<file path="src/rtl/reset_sequencer_if.sv">
// reset_sequencer_if: sw_reset requests in (master drives), per-channel rst_out plus all_run/busy status out (slave drives)
interface reset_sequencer_if;
  logic [0:3] sw_reset;
  logic [0:3] rst_out;
  logic all_run;
  logic busy;
  modport master(output sw_reset, input rst_out, all_run, busy);
  modport slave(input sw_reset, output rst_out, all_run, busy);
endinterface

</file>
<file path="src/rtl/reset_sequencer.sv">
// reset_sequencer: four-channel ASSERTED->DELAY->RUN reset sequencer; ports clk, reset (sync, active-high), bus (sw_reset in; rst_out, all_run, busy registered out)
module reset_sequencer #(
  parameter int MIN_ASSERT = 16,
  parameter int RELEASE_DELAY = 64,
  parameter bit ORDERED = 1'b1
) (
  input logic clk,
  input logic reset,
  reset_sequencer_if.slave bus
);
  localparam int W = $clog2((MIN_ASSERT > RELEASE_DELAY ? MIN_ASSERT : RELEASE_DELAY) + 1);
  localparam logic [W-1:0] MA_END = W'(MIN_ASSERT - 1);
  localparam logic [W-1:0] RD_END = W'(RELEASE_DELAY - 1);
  typedef enum logic [1:0] {ASSERTED, DELAY, RUN} state_t;
  state_t state [4];
  state_t state_n [4];
  logic [W-1:0] c [4];
  logic [W-1:0] c_n [4];
  logic up_run;
  logic all_n;
  logic busy_n;
  // Ordering looks at the lower channel's next state, so a chain of saturated
  // channels all release on the same edge.
  always_comb begin
    up_run = 1'b1;
    all_n = 1'b1;
    busy_n = 1'b0;
    for (int i = 0; i < 4; i++) begin
      state_n[i] = state[i];
      c_n[i] = c[i];
      if (bus.sw_reset[i]) begin
        state_n[i] = ASSERTED;
        c_n[i] = state[i] != ASSERTED ? '0 : c[i] == MA_END ? c[i] : c[i] + 1'b1;
      end else if (state[i] == ASSERTED) begin
        state_n[i] = c[i] == MA_END ? DELAY : ASSERTED;
        c_n[i] = c[i] == MA_END ? '0 : c[i] + 1'b1;
      end else if (state[i] == DELAY) begin
        state_n[i] = c[i] == RD_END && (!ORDERED || up_run) ? RUN : DELAY;
        c_n[i] = c[i] == RD_END ? c[i] : c[i] + 1'b1;
      end
      up_run = state_n[i] == RUN;
      all_n = all_n && state_n[i] == RUN;
      busy_n = busy_n || state_n[i] == DELAY;
    end
  end
  always_ff @(posedge clk) begin
    for (int i = 0; i < 4; i++) begin
      state[i] <= reset ? ASSERTED : state_n[i];
      c[i] <= reset ? '0 : c_n[i];
      bus.rst_out[i] <= reset || state_n[i] != RUN;
    end
    bus.all_run <= !reset && all_n;
    bus.busy <= !reset && busy_n;
  end
endmodule

</file>
<file path="src/flat_wrapper.sv">
// flat-port wrapper written by rule: the top's interface ports become plain ports
module reset_sequencer_flat 
#(
  parameter int MIN_ASSERT = 16,
  parameter int RELEASE_DELAY = 64,
  parameter bit ORDERED = 1'b1
)
  (clk, reset, bus_sw_reset, bus_rst_out, bus_all_run, bus_busy);
  reset_sequencer_if bus_i ();
  input logic clk;
  input logic reset;
  input wire logic [$bits(bus_i.sw_reset)-1:0] bus_sw_reset;
  output wire logic [$bits(bus_i.rst_out)-1:0] bus_rst_out;
  output wire logic [$bits(bus_i.all_run)-1:0] bus_all_run;
  output wire logic [$bits(bus_i.busy)-1:0] bus_busy;
  assign bus_i.sw_reset = bus_sw_reset;
  assign bus_rst_out = bus_i.rst_out;
  assign bus_all_run = bus_i.all_run;
  assign bus_busy = bus_i.busy;
  reset_sequencer #(.MIN_ASSERT(MIN_ASSERT), .RELEASE_DELAY(RELEASE_DELAY), .ORDERED(ORDERED)) u_core (.clk(clk), .reset(reset), .bus(bus_i));
endmodule
</file>
<file path="config.mk">
export PLATFORM = sky130hd
export DESIGN_NAME = reset_sequencer_flat
export DESIGN_NICKNAME = d
export VERILOG_FILES = /design/src/rtl/reset_sequencer_if.sv /design/src/rtl/reset_sequencer.sv /design/src/flat_wrapper.sv
export SDC_FILE = /design/constraint.sdc
export NUM_CORES = 1
export LEC_CHECK = 0
export BUFFER_PORTS_ARGS = -buffer_cell sky130_fd_sc_hd__buf_4
export CORE_MARGIN = 2
export CORE_UTILIZATION = 60
export CTS_BUF_LIST = sky130_fd_sc_hd__clkbuf_16
export DETAILED_ROUTE_END_ITERATION = 16
export GPL_ROUTABILITY_DRIVEN = 0
export HOLD_SLACK_MARGIN = 0.03
export MAX_ROUTING_LAYER = met4
export PLACE_DENSITY = 0.78
export SLEW_MARGIN = 15
export SYNTH_ARGS = -nofsm -noshare
export SYNTH_HDL_FRONTEND = slang
export SYNTH_SLANG_ARGS = --single-unit
</file>
<file path="constraint.sdc">
create_clock -name clk -period 2.5 [get_ports clk]
set_input_delay 0.125 -clock clk [delete_from_list [all_inputs] [get_ports clk]]
set_output_delay 0.125 -clock clk [all_outputs]
set_load 0.02 [all_outputs]
</file>
Word-level counts from Yosys, hierarchy flattened
Memories as Yosys holds them, arrays and structs flattened. Index checks and enable logic that the tools add are counted.

Shift operators: 0. Bitwise gates (word level): 0. $add $sub $neg: 4. Reductions and logical operators: 24. Multiply operators: 0. Divide/modulo/power cells: 0. Multiplexer cells: 56. Equality and inequality tests: 24. $lt $le $gt $ge: 0.

Operator list (count): 7-bit 2-to-1 mux (32); 2-bit 2-to-1 mux (20); 7-bit by 1-bit adder with 7-bit output, second input constant (4); 7-bit by 4-bit == test with 1-bit output, second input constant (4); 7-bit by 6-bit == test with 1-bit output, second input constant (4); 2-bit by 1-bit == test with 1-bit output, second input constant (8); 2-bit == test, second input constant (4); 1-bit logical AND (8); 2-bit logical NOT (4); 2-bit inequality test, second input constant (4); 2-bit nonzero test (4); 1-bit logical OR (7); 1-bit 2-to-1 mux (4); 1-bit logical NOT (1).

Bits in writable memories: 36. Output and inout bits: 6. Input port bits: 6. Memory bits (read-only): 0. Memories: 2. Bits in registers: 6. Latch bits: 0.

Memory list: u_core.c (depth 4, width 7, read ports 4, clocked after Yosys merged registers in 0, write ports 4, line reset_sequencer.sv:17) `logic [W-1:0] c [4];`; u_core.state (depth 4, width 2, read ports 4, clocked after Yosys merged registers in 0, write ports 4, line reset_sequencer.sv:15) `state_t state [4];`.

Logic depth before layout (Yosys ltp)
Gate-level depths: netlist of run 1. An unclocked memory read counts as a cell.

Word-level depth: 27. Mapped depth: 7.

Least setup slack after synthesis of run 1
OpenSTA, ideal clock, no wires.

Kind: register -> register. Start: memory u_core.c[0][0] in the netlist's numbering. End: register u_core.bus.all_run. Period minus slack after synthesis: 1.918 ns. Setup time: 0.061 ns. Buffers on the path: 0. Data arrival time: 1.857 ns. Cell stages (with the launch flop): 7. Slack: 0.582 ns. Path through: dfxtp_1 -> ha_1 -> nand4b_4 -> o31a_1 -> o41a_1 -> o21ai_2 -> and4b_1.

RTL lines: start: declaration (line reset_sequencer.sv:17); end signal: assignment (line reset_sequencer.sv:52) `bus.all_run <= !reset && all_n;`; end: declaration (line reset_sequencer_if.sv:8) `modport slave(input sw_reset, output rst_out, all_run, busy);`.

==> reports/results.txt, run 1 <==
Internal power = 1.10 mW
Slew Limit Fails = 0
Final Hold Vio Count = 0
P&R area growth vs syn = 10.4%
Cell leakage power = 0.926 nW
Worst R2R Path Depth = 6
Hold depth = 3
Die Wd = 65.7 µm
Post-CTS Resized = 0
Seq/Total Area, Yosys = 0.368
Total global-route track usage = 0.243
Crit Path Max Fanout = 6
I/O Buffers = 11
Syn_area_per_cell = 8.10 µm²
Status = complete, no violations
Hold-fix buffers at CTS = 0
Critical path startpoint category = flip-flop
Final WL = 4.59 mm
I/O pins = 12
Sw Ratio = 0.238
First-pass GRT wire length = 8.00 mm
Worst Hold Class = in -> reg
Reg2reg start = u_core.c[0][0]$_SDFFE_PP0P_
Filler instances = 312
R2R setup slack = 0.38 ns
CP top delay family = compound AO/OA/AOI/OAI gates
Clock buffer count from CTS = 5
Drt wl/cell = 13.6 µm
Req. time, crit path = 2.73 ns
Max cap viols = 0
Mapped Nets = 292
Unrepaired setup endpoints after global routing = no
Hold Path Sink = u_core.bus.rst_out[2]$_DFF_P_
Switch Pwr = 0.345 mW
FF+latch count, synth = 42
PwrDens = 574 nW/µm²
Fin crit period = 2.12 ns
Fmax = 471 MHz
Slew margin rel. = 0.595
Most frequent cells in the layout = dfxtp_1, nor2_1, nand2_1
Share of cells above drive strength 1 = 0.0969
Clk buf depth = 2
Worst Setup SP = u_core.c[0][0]$_SDFFE_PP0P_
Buffers & Inverters on Critical Path = 0
Setup-failing EPs final = 0
Worst vdd ir = 0.000347 V
Post-CTS setup buffers = 0
CORE AREA = 3660 µm²
N_diodes = 0
EDFF count, synth = 0
Sink Count = 42
Clock network power share = 0.434
Slowest-stage cell, CP = o41a_1
Comb pwr share = 0.074
Ys async rst share = 0
Fin nets = 298
Setup CP Type = reg -> reg
Vias/cell = 6.06
Initial antenna violation count = 0
Worst skew pair latency = 0.29 ns
Final Cycle Share = 0.849
Top FF cell, synth = dfxtp_1
Mapped Area = 2280 µm²
DP HPWL = 3.36 mm
DRT antenna net count = 0
Synth warn = 0
Slew @ Worst Pin = 0.602 ns
Cell variety after synth = 50
CTS tree = built
DP Worst Slack = 0.415 ns
CP arrival = 2.35 ns
Die Y-Extent = 65.7 µm
Clock Root Buffer = clkbuf_16
Most common cell after layout, fill and taps aside = dfxtp_1
Worst setup margin = 0.377 ns
Post-route DRC = 0
Seq pwr share = 0.493
Max incr delay on CP = 0.48 ns
Die Footprint = 4320 µm²
CTS HTree Levels = 2
Cell count after synthesis = 282
Setup TNS = 0 ns
Crit path cell chain = ha_1 -> nand4b_4 -> o31a_1 -> o41a_1 -> o21ai_2 -> and4b_1
R2r endpoint = u_core.bus.all_run$_DFF_P_
Initial Util = 0.624
Hold path start = bus_sw_reset[1]
Total gr overflow = 0
Via count = 2042
Pre-antenna DRT Iters = 4
Worst Skew = 0.00339 ns
Vias in the first global route = 1898
Largest net degree at the start of global routing = 19
Std cell rows = 22
Clk pin slew, worst setup/hold paths = 0.06 ns
Drt initial violations = 129
Crit end category = flip-flop
==> power by group through the flow <==
stage          Clock (mW)  Combinational (mW)  Sequential (mW)
6_report            0.628               0.107            0.713
5_1_grt             0.666               0.123            0.716
4_1_cts             0.645               0.107            0.713
3_5_place_dp            0               0.105            0.728
3_3_place_gp            0               0.104            0.726
2_1_floorplan           0              0.0819            0.723
==> metal layers <==
layer | track usage | wire, µm | vias to the layer above
li1 | - | - | 1037
met5 | - | 0 | -
met2 | 0.400 | 2200 | 51
met4 | 0.120 | 117 | 0
met3 | 0.0497 | 191 | 13
met1 | 0.281 | 2080 | 941
==> flip-flops by register name, summed over array words and instances, names as in the netlist <==
name,cells
u_core.state,8
u_core.c,28
u_core.bus.all_run,1
u_core.bus.busy,1
u_core.bus.rst_out,4
==> cell families (layout without fill, tap and decap cells) <==
kind of cell,after synthesis,after routing,share of synthesized area
XOR/XNOR,17,17,0.0652
buffers and inverters,20,27,0.0340
flip-flops,42,42,0.368
AND/OR/NAND/NOR,122,122,0.275
AO/OA/AOI/OAI,77,77,0.235
adder cells (fa/ha/maj),4,4,0.0219
==> worst max path at each step <==
stage,end,slack (ns),cells past startpoint
after floorplan,u_core.bus.all_run$_DFF_P_,0.58,6
final,u_core.bus.all_run$_DFF_P_,0.38,6
after global placement,u_core.bus.all_run$_DFF_P_,0.46,6
after detailed placement,u_core.bus.rst_out[3]$_DFF_P_,0.42,6
after global routing,u_core.state[2][0]$_SDFF_PP0_,0.25,6
after CTS,u_core.bus.all_run$_DFF_P_,0.40,6
==> cell usage after synthesis (4+ instances only) <==
cell type,instances,area share
a211oi_1,7,0.023
a21oi_1,15,0.033
and2_1,4,0.011
and4b_1,4,0.018
clkbuf_1,10,0.016
dfxtp_1,42,0.37
ha_1,4,0.022
inv_1,8,0.013
nand2_1,22,0.036
nand2b_1,4,0.011
nand3_1,14,0.031
nor2_1,39,0.064
nor3_1,10,0.022
o21a_1,6,0.020
o21ai_0,10,0.022
o31ai_1,6,0.020
or2_2,4,0.011
or3_1,4,0.011
xnor2_1,14,0.054
==> final cells by class <==
cell class / instances / area, µm² / area share
clock buffers: 5 / 125 / 0.0496
flip-flops and latches: 42 / 841 / 0.333
multi-input cells: 220 / 1370 / 0.542
well taps: 48 / 60.1 / 0.0238
inverters: 8 / 30.0 / 0.0119
repair buffers: 11 / 82.6 / 0.0327
clock inverters: 3 / 17.5 / 0.00694
==> stage by stage <==
step                      total power, mW  cells  hold WS, ns   util  instance area [µm²]
after floorplan                     0.805    282        0.252      -                 2280
after global placement              0.830    329        0.423  0.650                 2380
after detailed placement            0.834    329        0.413  0.650                 2380
after CTS                            1.46    337        0.114  0.689                 2520
after global routing                 1.50    337        0.173  0.689                 2520
final                                1.45    337        0.128  0.689                 2520
==> tightest hold or removal path: stages <==
cell and delay [ns]:
buf_4 0.12, nor2_1 0.08, nand2_1 0.06
No activity file was read; power rests on OpenSTA's default activity.
==> run 2, diff against run 1 <==
CORE_UTILIZATION = 54   (was 60)
PLACE_DENSITY = 0.75   (was 0.78)
clock period = 1.9 ns   (was 2.5 ns; I/O delays follow)
==> run 2 against run 1 <==
Against the previous run:
- combinational power grew 73%
- hold slack lost 0.021 ns
- die area grew 10%
- global-route usage shrank 1.6 points
==> reports/results.txt, run 2 (synthesized netlist as in run 1, its figures left out) <==
Status = complete, no violations
R2r endpoint = u_core.bus.all_run$_DFF_P_
Final WL = 5.11 mm
Worst R2R Path Depth = 6
Vias in the first global route = 2007
Most frequent cells in the layout = nor2_1, dfxtp_1, buf_4
Slew @ Worst Pin = 0.461 ns
Hold Path Sink = u_core.bus.rst_out[2]$_DFF_P_
Hold depth = 3
I/O pins = 12
Via count = 2140
Clock Root Buffer = clkbuf_16
Most flop-heavy register = u_core.c
CP arrival = 2.09 ns
Clk buf depth = 2
First-pass GRT wire length = 8.83 mm
Hold-fix buffers at CTS = 0
Crit Path Max Fanout = 5
Placed cell count = 354
Unrepaired setup endpoints after global routing = yes
Slew Limit Fails = 0
Fin crit period = 1.87 ns
Sink Count = 42
Setup CP Type = reg -> reg
Most common cell after layout, fill and taps aside = nor2_1
DRT antenna net count = 0
PwrDens = 702 nW/µm²
Max cap viols = 0
Crit end category = flip-flop
Worst hold slack = 0.107 ns
Max incr delay on CP = 0.46 ns
Total global-route track usage = 0.227
Internal power = 1.48 mW
Drt initial violations = 233
Filler instances = 357
CTS HTree Levels = 2
Critical path startpoint category = flip-flop
P&R area growth vs syn = 20.4%
Final Cycle Share = 0.985
Die Footprint = 4770 µm²
Initial antenna violation count = 0
Sw Ratio = 0.236
Slew margin rel. = 0.690
Worst Hold Class = in -> reg
Req. time, crit path = 2.12 ns
Switch Pwr = 0.455 mW
Total gr overflow = 0
Std cell rows = 23
Clock network power share = 0.419
Final Cell Area = 2750 µm²
Fmax = 534 MHz
Pre-antenna DRT Iters = 4
Hold path start = bus_sw_reset[1]
Setup-failing EPs final = 0
Number of flip-flops in the largest register = 28
Worst Skew = 0.00631 ns
I/O Buffers = 11
Clock buffer count from CTS = 5
Die Wd = 69.0 µm
R2R setup slack = 0.03 ns
Cell leakage power = 1.06 nW
Worst skew pair latency = 0.28 ns
Post-route DRC = 0
Final Hold Vio Count = 0
Drt wl/cell = 14.0 µm
N_diodes = 0
Fin nets = 324
Die Y-Extent = 69.0 µm
Largest net degree at the start of global routing = 19
Slowest-stage cell, CP = o41a_1
Comb pwr share = 0.096
Placed cell areas = 2560 µm²
Clk pin slew, worst setup/hold paths = 0.06 ns
Final Non-Filler Cells = 365
Initial Util = 0.567
Vias/cell = 5.86
Crit path cell chain = ha_2 -> nand4b_1 -> or2_4 -> o41a_1 -> o21ai_2 -> and4b_1
Reg2reg start = u_core.c[1][0]$_SDFFE_PP0P_
Seq pwr share = 0.485
DP HPWL = 3.65 mm
Worst vdd ir = 0.000457 V
Share of cells above drive strength 1 = 0.197
CORE AREA = 4030 µm²
CTS tree = built
Biggest regs = u_core.c (28), u_core.state (8), u_core.bus.rst_out (4)
## run 2: cell types whose count changed in the layout (fill, tap and decap cells not counted), sizes merged
cell  before  now
buf       11   37
## run 2: through the flow
| step | util | TNS [ns] | setup slack (ns) | power (mW) |
|---|---|---|---|---|
| finish | 0.683 | 0 | 0.0285 | 1.93 |
| global route | 0.683 | -0.102 | -0.0658 | 1.99 |
| CTS | 0.671 | 0 | 0.00579 | 1.93 |
| detailed placement | 0.635 | -0.0151 | -0.0104 | 1.13 |
| global placement | 0.635 | 0 | 0.00314 | 1.12 |
| floorplan | - | 0 | 0.0495 | 1.06 |
## run 2: routing by layer
metal | GRT usage | part of all wire | vias to the layer above
met2 | 0.378 | 0.50 | 26
met4 | 0.0741 | 0.015 | 0
met5 | - | 0 | -
met1 | 0.273 | 0.46 | 1007
met3 | 0.0468 | 0.024 | 9
li1 | - | - | 1098
## run 2: layout make-up
cell class | count | area (µm²) | share of cell area
clock buffer | 5 | 125 | 0.0455
clock inverter | 3 | 12.5 | 0.00455
inverter | 8 | 30.0 | 0.0109
multi-input combinational | 220 | 1400 | 0.508
sequential | 42 | 846 | 0.308
tap | 50 | 62.6 | 0.0227
timing repair buffer | 37 | 278 | 0.101
## run 2: how the worst max path moves through the flow
stage / start / to / slack [ns] / cells past startpoint
final: u_core.c[1][0]$_SDFFE_PP0P_ / u_core.bus.all_run$_DFF_P_ / 0.03 / 6
after global routing: u_core.c[1][1]$_SDFFE_PP0P_ / u_core.bus.all_run$_DFF_P_ / -0.07 / 6
after CTS: u_core.c[0][0]$_SDFFE_PP0P_ / u_core.bus.rst_out[3]$_DFF_P_ / 0.006 / 6
after detailed placement: u_core.c[0][1]$_SDFFE_PP0P_ / u_core.bus.rst_out[3]$_DFF_P_ / -0.01 / 6
after global placement: u_core.c[0][0]$_SDFFE_PP0P_ / u_core.bus.all_run$_DFF_P_ / 0.003 / 6
after floorplan: u_core.c[1][0]$_SDFFE_PP0P_ / u_core.bus.all_run$_DFF_P_ / 0.05 / 6
## run 2: critical path, delay by kind of cell, from the launching register on
family	cells	cell delay [ns]
adders and majority gates	1	0.18
DFF	1	0.33
and+or+nand+nor	3	0.64
AOI/OAI and AO/OA	2	0.69
## run 2: power groups by stage
stage	Clock [mW]	Sequential (mW)	Combinational, mW
after floorplan	0	0.951	0.108
after global placement	0	0.949	0.173
after detailed placement	0	0.952	0.178
after CTS	0.821	0.933	0.181
after global routing	0.848	0.941	0.206
final	0.810	0.937	0.185
## run 2: what timing repair did
action                                  in CTS  in global routing
resized for setup                            1                 11
setup buffers                                1                  2
endpoints found under the setup margin       5                 12
pin swaps                                    4                  3
==> run 3, diff against run 2 <==
CTS_BUF_LIST = unset   (was sky130_fd_sc_hd__clkbuf_16)
==> run 3 against run 2 <==
Against the previous run:
- combinational power barely moved
- total power down 11%
- highest routed layer unchanged
- worst setup slack worse by 0.043 ns
- first-iteration DRC count down 36%
- sequential share of layout area grew 0.29 points
- wire length fell by 2.0%
- hold slack lost 0.037 ns
- clock power fell by 25%
- count of clock-buffer cells in the layout rose by 2
- the flow now finishes with violations (negative setup slack)
- register-to-register slack got worse by 0.04 ns
- sequential power hardly changed
==> reports/results.txt, run 3 (synthesized netlist as in run 1, its figures left out) <==
Largest net degree at the start of global routing = 19
Biggest regs = u_core.c (28), u_core.state (8), u_core.bus.rst_out (4)
Worst Skew = 0.0133 ns
Comb pwr share = 0.106
Max incr delay on CP = 0.42 ns
Die Y-Extent = 69.0 µm
Failing checks = negative setup slack
Slew margin rel. = 0.691
CTS tree = built
Req. time, crit path = 2.15 ns
Number of flip-flops in the largest register = 28
N_diodes = 0
Total global-route track usage = 0.227
Most common cell after layout, fill and taps aside = dfxtp_1
CP top delay family = compound AO/OA/AOI/OAI gates
Switch Pwr = 0.434 mW
Vias/cell = 5.86
R2R setup slack = -0.01 ns
CORE AREA = 4030 µm²
PwrDens = 635 nW/µm²
Clock Root Buffer = clkbuf_8
Slew Limit Fails = 0
Share of cells above drive strength 1 = 0.199
Die Footprint = 4770 µm²
Placed cell count = 354
DP HPWL = 3.65 mm
Most frequent cells in the layout = dfxtp_1, nor2_1, buf_4
Drt initial violations = 150
Worst vdd ir = 0.000552 V
CP arrival = 2.16 ns
Fmax = 522 MHz
Final Non-Filler Cells = 367
Fin nets = 326
Crit path cell chain = ha_4 -> nand4b_4 -> o31a_1 -> o41a_1 -> o21ai_2 -> and4b_1
Unrepaired setup endpoints after global routing = yes
Crit end category = flip-flop
Placed cell areas = 2560 µm²
Cell leakage power = 1.04 nW
P&R area growth vs syn = 18.9%
Buffers & Inverters on Critical Path = 0
Setup CP Type = reg -> reg
Slowest-stage cell, CP = o41a_1
Sw Ratio = 0.251
Fin crit period = 1.91 ns
Total gr overflow = 0
I/O Buffers = 11
Post-route DRC = 0
Worst setup margin = -0.0141 ns
Status = complete, but fails checks
Max cap viols = 0
DRT antenna net count = 0
Internal power = 1.29 mW
First-pass GRT wire length = 8.72 mm
Worst hold slack = 0.0704 ns
Final Cell Area = 2720 µm²
Most flop-heavy register = u_core.c
I/O pins = 12
Worst skew pair latency = 0.31 ns
Clock buffer count from CTS = 5
Pre-antenna DRT Iters = 4
Die Wd = 69.0 µm
Drt wl/cell = 13.6 µm
CTS HTree Levels = 2
Initial Util = 0.567
Clk pin slew, worst setup/hold paths = 0.09 ns
Via count = 2150
Sink Count = 42
Clk buf depth = 2
Final WL = 5.01 mm
Final Cycle Share = 1.01
Hold-fix buffers at CTS = 0
Setup-failing EPs final = 2
Seq pwr share = 0.541
Clock network power share = 0.352
Vias in the first global route = 2029
Crit Path Max Fanout = 5
Std cell rows = 23
Initial antenna violation count = 0
Critical path startpoint category = flip-flop
Worst Hold Class = in -> reg
DP Worst Slack = -0.0104 ns
Filler instances = 365
Final Hold Vio Count = 0
Slew @ Worst Pin = 0.461 ns
==> run 3: final cells by class <==
type | instances | area [µm²] | share of cell area
Multi-Input combinational cell | 220 | 1400 | 0.514
Sequential cell | 42 | 843 | 0.310
Timing Repair Buffer | 39 | 293 | 0.108
Clock buffer | 7 | 86.3 | 0.0318
Tap cell | 50 | 62.6 | 0.0230
Inverter | 8 | 30.0 | 0.0111
Clock inverter | 1 | 5.00 | 0.00184
==> run 3: power by group through the flow <==
stage                     combinational (mW)  clock, mW  sequential, mW
after floorplan                        0.108          0           0.951
after global placement                 0.173          0           0.949
after detailed placement               0.178          0           0.952
after CTS                              0.180      0.611           0.931
after global routing                   0.205      0.643           0.938
final                                  0.183      0.608           0.934
==> run 3: path summary, 6_finish.rpt <==
check             depth (start not counted)                         from                             to
setup reg to reg                          6  u_core.c[0][1]$_SDFFE_PP0P_     u_core.bus.all_run$_DFF_P_
hold reg to reg                           2  u_core.c[0][6]$_SDFFE_PP0P_    u_core.c[0][6]$_SDFFE_PP0P_
setup / recovery                          6  u_core.c[0][1]$_SDFFE_PP0P_     u_core.bus.all_run$_DFF_P_
hold / removal                            3              bus_sw_reset[1]  u_core.bus.rst_out[2]$_DFF_P_
==> run 3: layer usage <==
metal,share of wire,global-route usage
met5,0,-
met1,0.47,0.268
met3,0.031,0.0556
met2,0.48,0.373
met4,0.017,0.0850
==> run 3: tightest hold or removal path: stages <==
cell     delay (ns)
buf_4          0.11
nor2_1         0.08
nand2_1        0.07
==> run 3: through the flow <==
step	power [mW]	util	TNS (ns)
detailed placement	1.13	0.635	-0.0151
global route	1.79	0.674	-0.336
floorplan	1.06	-	0
global placement	1.12	0.635	0
CTS	1.72	0.661	0
finish	1.73	0.674	-0.0243
==> run 3: what timing repair did <==
| item | 4_1_cts | 5_1_grt |
|---|---|---|
| pin swaps | 3 | 8 |
| gates resized for setup | 0 | 10 |
| setup endpoints to repair | 3 | 13 |
| setup buffers | 2 | 3 |
